==> config.mk <==
export PLATFORM = sky130hd
export DESIGN_NAME = weight_bias_loader
export DESIGN_NICKNAME = d
export VERILOG_FILES = /design/src/rtl/weight_bias_loader_pkg.sv /design/src/rtl/weight_bias_loader.sv
export SDC_FILE = /design/constraint.sdc
export NUM_CORES = 1
export LEC_CHECK = 0
export ABC_AREA = 0
export CAP_MARGIN = 15
export CORE_MARGIN = 2
export CORE_UTILIZATION = 44
export CTS_BUF_LIST = sky130_fd_sc_hd__clkbuf_8
export DETAILED_ROUTE_END_ITERATION = 6
export GPL_TIMING_DRIVEN = 0
export PLACE_DENSITY_LB_ADDON = 0.15
export SYNTH_ARGS = -nofsm -noshare
export SYNTH_HDL_FRONTEND = slang
export SYNTH_SLANG_ARGS = --single-unit
==> constraint.sdc <==
create_clock -name clk -period 2.4 [get_ports clk]
set_input_delay 0.36 -clock clk [delete_from_list [all_inputs] [get_ports clk]]
set_output_delay 0.36 -clock clk [all_outputs]
set_load 0.02 [all_outputs]
==> src/rtl/weight_bias_loader_pkg.sv <==
// Shared widths for the weight/bias loader.
// Imported by the loader and its bench.
package weight_bias_loader_pkg;

   localparam int dataWidth = 16;
   localparam int cfgWidth  = 2*dataWidth+1;

endpackage

==> src/rtl/weight_bias_loader.sv <==
// Streams per-neuron weight words then one bias word
// into registered outputs, flagging framing errors.
module weight_bias_loader
   import weight_bias_loader_pkg::*;
#(
   parameter int layerNo    = 1,
   parameter int numNeurons = 30,
   parameter int numWeight  = 128
)(
   input  logic                 clk,
   input  logic                 rst,
   input  logic                 start,
   input  logic                 s_valid,
   input  logic [dataWidth-1:0] s_data,
   input  logic                 s_last,
   output logic                 s_ready,
   output logic [dataWidth-1:0] weightValue,
   output logic                 weightValid,
   output logic [dataWidth-1:0] biasValue,
   output logic                 biasValid,
   output logic [cfgWidth-1:0]  config_layer_num,
   output logic [cfgWidth-1:0]  config_neuron_num,
   output logic                 busy,
   output logic                 load_done,
   output logic                 err
);

   localparam int WW = (numWeight  > 1) ? $clog2(numWeight)  : 1;
   localparam int NW = (numNeurons > 1) ? $clog2(numNeurons) : 1;

   localparam logic [WW-1:0] W_LAST = WW'(numWeight - 1);
   localparam logic [NW-1:0] N_LAST = NW'(numNeurons - 1);

   localparam logic [1:0] S_IDLE   = 2'd0;
   localparam logic [1:0] S_WEIGHT = 2'd1;
   localparam logic [1:0] S_BIAS   = 2'd2;
   localparam logic [1:0] S_DONE   = 2'd3;

   logic [1:0]           r_state;
   logic [WW-1:0]        r_wcnt;
   logic [NW-1:0]        r_ncnt;
   logic [dataWidth-1:0] r_wvalue;
   logic [dataWidth-1:0] r_bvalue;
   logic                 r_wvalid;
   logic                 r_bvalid;
   logic [cfgWidth-1:0]  r_nout;
   logic                 r_err;
   logic                 w_ready;
   logic                 w_beat;

   assign w_ready = (r_state == S_WEIGHT) ||
                    (r_state == S_BIAS);
   assign w_beat  = s_valid & w_ready;

   assign s_ready           = w_ready;
   assign busy              = (r_state != S_IDLE);
   assign load_done         = (r_state == S_DONE);
   assign weightValue       = r_wvalue;
   assign weightValid       = r_wvalid;
   assign biasValue         = r_bvalue;
   assign biasValid         = r_bvalid;
   assign config_neuron_num = r_nout;
   assign config_layer_num  = cfgWidth'(layerNo);
   assign err               = r_err;

   // Sequencer plus output registers; valids are single-cycle strobes.
   always_ff @(posedge clk or negedge rst) begin
      if (!rst) begin
         r_state  <= S_IDLE;
         r_wcnt   <= '0;
         r_ncnt   <= '0;
         r_wvalue <= '0;
         r_bvalue <= '0;
         r_wvalid <= 1'b0;
         r_bvalid <= 1'b0;
         r_nout   <= '0;
         r_err    <= 1'b0;
      end else begin
         r_wvalid <= 1'b0;
         r_bvalid <= 1'b0;
         case (r_state)
            S_IDLE: begin
               if (start) begin
                  r_state <= S_WEIGHT;
                  r_wcnt  <= '0;
                  r_ncnt  <= '0;
                  r_err   <= 1'b0;
               end
            end
            S_WEIGHT: begin
               if (w_beat) begin
                  r_wvalue <= s_data;
                  r_wvalid <= 1'b1;
                  r_nout   <= cfgWidth'(r_ncnt);
                  if (s_last) r_err <= 1'b1;
                  if (r_wcnt == W_LAST) begin
                     r_wcnt  <= '0;
                     r_state <= S_BIAS;
                  end else begin
                     r_wcnt <= r_wcnt + 1'b1;
                  end
               end
            end
            S_BIAS: begin
               if (w_beat) begin
                  r_bvalue <= s_data;
                  r_bvalid <= 1'b1;
                  r_nout   <= cfgWidth'(r_ncnt);
                  if (r_ncnt == N_LAST) begin
                     r_state <= S_DONE;
                     if (!s_last) r_err <= 1'b1;
                  end else begin
                     r_ncnt  <= r_ncnt + 1'b1;
                     r_state <= S_WEIGHT;
                     if (s_last) r_err <= 1'b1;
                  end
               end
            end
            default: begin
               r_state <= S_IDLE;
            end
         endcase
      end
   end

endmodule

# Word level (Yosys, flattened, before mapping)
# Index checks and enable logic that the tools add are counted.
# op_classes
n_eq_ne	11
mux	24
addsub	2
reduce_logical	14
n_bitwise	1
# ops
op	n
2-to-1 mux 7 bit	3
2-to-1 mux 5 bit	3
case mux 7 bit (2 select lines)	1
2-to-1 mux 2 bit	5
case mux 5 bit (2 select lines)	1
2-to-1 mux 1 bit	9
!= test 2 bit (second input constant)	4
AND reduction 4 bit	2
adder 7 x 1 -> 7 bit (second input constant)	1
equality test 7 bit (second input constant)	1
case mux 2 bit (3 select lines)	1
AND reduction 2 bit	3
nonzero test 2 bit	3
adder 5 x 1 -> 5 bit (second input constant)	1
equality test 5 bit (second input constant)	1
AND reduction 5 bit	1
equality test 2 bit (second input constant)	2
!= test 3 bit (second input constant)	1
case mux 1 bit (3 select lines)	1
AND reduction 3 bit	1
nonzero test 3 bit	1
equality test 2 x 1 -> 1 bit (second input constant)	1
zero test 2 bit	1
!= test 2 x 1 -> 1 bit (second input constant)	1
other kinds (3)	3
# word_totals
in_bits	21
out_inout_bits	104
elab_cells	61
reg_bits	54

# Logic depth before layout (Yosys ltp)
# Gate-level depths: netlist (run 1).
# logic_depth
ltp_word	5
ltp_mapped	7
mapped_depth_nobuf	7

# Worst setup path before layout (run 1)
# No wires, ideal clock.
# synth_path
path_kind	register to register
startpoint	reg r_state[0]
endpoint	reg r_wvalue[10] (netlist: weightValue[10])
required_ps	2275
period_less_slack_ps	1902
stages_incl_launch_ff	6
n_path_buf	1
setup_time_ps	125
slack_ps	498
arrival_time_ps	1778
path_cell_list	dfrtp_1 inv_1 ha_1 nand3_1 buf_2 mux2_2
# synth_via
elab_chain_len	4
word_cells_on_any_way	5
classes_between	eq/ne: 2; bitwise: 1; reduce/logical: 2
# synth_rtl
element	line_no	text
start: declaration	weight_bias_loader.sv:39	logic [1:0] r_state;
start signal: assignment	weight_bias_loader.sv:69	r_state <= S_IDLE;
start signal: assignment	weight_bias_loader.sv:84	r_state <= S_WEIGHT;
start signal: assignment	weight_bias_loader.sv:98	r_state <= S_BIAS;
equality test 2 x 1 -> 1 bit / equality test 2 bit (equally long branches)	weight_bias_loader.sv:51, weight_bias_loader.sv:52	
logical OR 1 bit (*)	weight_bias_loader.sv:51	assign w_ready = (r_state == S_WEIGHT) ||
net s_ready	weight_bias_loader.sv:16	output logic s_ready,
bitwise AND 1 bit (*)	weight_bias_loader.sv:53	assign w_beat = s_valid & w_ready;
AND reduction 2 bit (no source line) (*)	--	
end signal: assignment	weight_bias_loader.sv:92	r_wvalue <= s_data;
end: declaration	weight_bias_loader.sv:42	logic [dataWidth-1:0] r_wvalue;
# The timed path passes the listed nets; every way through them passes the cells marked *.
# A chain may end at the register's enable or synchronous reset.

# Worst setup path after layout (run 1)
# layout_path
startpoint	reg r_state[0]
endpoint	out s_ready
# layout_via
elab_chain_len	2
word_cells_on_any_way	3
classes_between	eq/ne: 2; reduce/logical: 1
# layout_rtl
element	line_no
equality test 2 x 1 -> 1 bit / equality test 2 bit (equally long branches)	weight_bias_loader.sv:51, weight_bias_loader.sv:52
logical OR 1 bit (*)	weight_bias_loader.sv:51
end: declaration	weight_bias_loader.sv:16
# Mark *: on every way between the ends. The rest lies on a longest branch, timed or not.

==> flow_summary.json, run 1 <==
{
  "min_period_ns": 2.25,
  "max_stage_delay_ns": 0.65,
  "grt_pass1_wl_mm": 8.91,
  "rsz0062_at_grt": "false",
  "clockBufferDepth": 2,
  "fp.dieArea_sq_um": 7170,
  "synth_area_leaders": "dfrtp_1, buf_4, mux2_2, ha_1, o21ai_0",
  "cts.sinks": 54,
  "cp_max_fo": 7,
  "antenna_found_initial": 0,
  "p_int_uw": 2620,
  "cap_violations": 0,
  "ioPinCount": 125,
  "clock_latency_ns": 0.31,
  "cts.repair.resized": 0,
  "synth_common_cells": "buf_4, dfrtp_1, mux2_2",
  "hold-worst-slack_ns": -0.00400,
  "min_path_type": "input port to async pin",
  "antenna_cells": 0,
  "drt-total-wl_mm": 5.58,
  "skew_ns": 0.00781,
  "initial_core_util": 0.454,
  "drive_gt1_frac": 0.294,
  "hpwl_mm": 4.24,
  "grt_max_degree": 36,
  "power_density_nw_per_um2": 1100,
  "seqPwrFrac": 0.337,
  "violations": "negative hold slack",
  "p_sw_uw": 1680,
  "ir_worst_vdd_mv": 0.725,
  "gp_congestion": 0.828,
  "max_freq_mhz": 445,
  "io_buffer_count": 62,
  "cts-root-buf": "clkbuf_8",
  "finalHoldViolations": 11,
  "yosys_most_used_dff": "dfrtp_1",
  "timing.final.crit_share": 0.936,
  "first_pass_iters": 4,
  "crit_family": "buffers and inverters",
  "synth_top_area_frac": 0.472,
  "crit_arrival_ns": 1.89,
  "die_h_microns": 84.7,
  "outcome": "finished, violations left",
  "coreArea_sq_um": 6310,
  "required_ns": 2.04,
  "slew_violations": 0,
  "synthToLayoutAreaGrowth_pct": 36.7,
  "utilization": 0.620,
  "dieWidth_microns": 84.7,
  "vias_per_cell": 4.40,
  "yosysMostFrequentCell": "buf_4",
  "num-fill-cells": 530,
  "critPathCaptureType": "output port",
  "path_cells": "inv_1 -> ha_1 -> clkdlybuf4s50_1",
  "via_count": 2027,
  "cts_setup_buffers": 0,
  "yosysSeqAreaShare": 0.472,
  "avgSynthCellArea_sq_um": 11.3,
  "wl_per_cell_microns": 12.1,
  "numCtsBuffers": 5,
  "synth_seq_cells": 54,
  "slowest_stage": "clkdlybuf4s50_1",
  "synth_async_sr_flop_share": 1.00,
  "drc_errors": 0,
  "yosysWarnings": 0,
  "placed_area_sq_um": 3820,
  "htreeDepth": 2,
  "synth_area_sq_um": 2860,
  "synth_edf_count": 0,
  "grt_pass1_vias": 1870,
  "final_nets": 411,
  "pwr-share-clk": 0.129,
  "finalInstanceArea_sq_um": 3920,
  "cts.hold.buffers_added": 0,
  "comb_power_share": 0.535,
  "swShare": 0.391,
  "overflow": 0,
  "leakagePower_uw": 0.00193,
  "relSlewSlack": 0.604,
  "synth_cells": 254,
  "ant_nets": 0,
  "core.rowCount": 29,
  "cp-start-kind": "register",
  "cts_tree": "yes",
  "critical_path_class": "register to output port",
  "cp_num_buf_inv": 2,
  "synth.largest_area_cell": "dfrtp_1",
  "setup_viol": 0,
  "clk_pin_slew_ns": 0.10,
  "yosysUniqueCellTypes": 37,
  "grt.total_usage": 0.155,
  "first_iter_violations": 116,
  "worstMarginPinSlew_ns": 0.577
}
[cell families after synthesis]
group,Yosys count,share of synthesized area
AOI/OAI and AO/OA,31,0.0756
xor gates and xnor gates,4,0.0122
adders and majority gates,7,0.0306
buffers and inverters,77,0.183
DFF,54,0.472
muxes,39,0.152
other,2,0.00262
and+or+nand+nor,40,0.0721
[stage by stage]
step	setup WS, ns	cells	TNS, ns	power, uW
finish	0.154	461	0	4300
floorplan	0.498	313	0	2840
global placement	-0.776	452	-41.76	3740
CTS	0.133	461	0	4340
detailed placement	0.267	453	0	3780
global route	0.0790	461	0	4560
[metal layers]
metal  wire length [microns]  track usage
met5                       0            0
met1                    2180        0.181
met2                    2780        0.260
met3                     561       0.0698
met4                      56       0.0433
[worst register-to-register path, cell delays in order, from the launching register on]
cell,delay (ns)
dfrtp_1,0.42
inv_1,0.10
ha_1,0.40
nand3_1,0.39
buf_2,0.33
mux2_2,0.36
[cell type report]
cell class,instances,area [sq um],area share
clock inverter,2,16.3,0.00415
tap,77,96.3,0.0246
sequential,54,1350,0.345
buffer,66,483,0.123
timing repair buffer,63,636,0.162
clock buffer,6,82.6,0.0211
inverter,11,41.3,0.0105
multi-input combinational,182,1210,0.309
[sequential cells by signal, summed over array words and instances, names as in the netlist]
register and cells:
config_neuron_num 5, r_wcnt 7, r_state 2, biasValid 1, weightValue 16, biasValue 16, err 1, r_ncnt 5
weightValid 1
[power groups by stage]
stage                     clock (uW)  sequential [uW]  combinational (uW)
after detailed placement           0             1460                2310
final                            553             1450                2300
after global routing             600             1490                2470
after floorplan                    0             1820                1020
after global placement             0             1450                2290
after CTS                        569             1450                2330
[cell usage in the layout (no fill, tap or decap), types with 5 or more instances in the layout]
master / Yosys / routed
o21ai_0: 9 / 9
buf_2: 5 / 6
inv_1: 11 / 11
clkdlybuf4s50_1: 0 / 61
dfrtp_1: 54 / 54
nand2_1: 11 / 11
conb_1: 2 / 61
nand3_1: 7 / 7
clkbuf_8: 0 / 6
mux2_2: 36 / 36
ha_1: 7 / 7
buf_4: 61 / 61
nor2_1: 5 / 5
[final timing paths]
check	startpoint	to	slack (ns)	cells after the start
max in group asynchronous	rst	config_neuron_num[4]	1.85	2
min reg2reg	config_neuron_num[1]	config_neuron_num[1]	0.49	2
min in group clk	config_neuron_num[1]	config_neuron_num[1]	0.49	2
max reg2reg	r_state[0]	weightValue[5]	0.30	5
min	rst	weightValue[0]	-0.004	1
max	r_state[0]	s_ready	0.15	3
(Power assumes the default switching activity.)
==> run 2: changes to the inputs <==
Settings changed: ABC_CLOCK_PERIOD_IN_PS set to 2400.
==> results of run 2 <==
No change in the layout: final DEF, timing and power equal those of run 1.
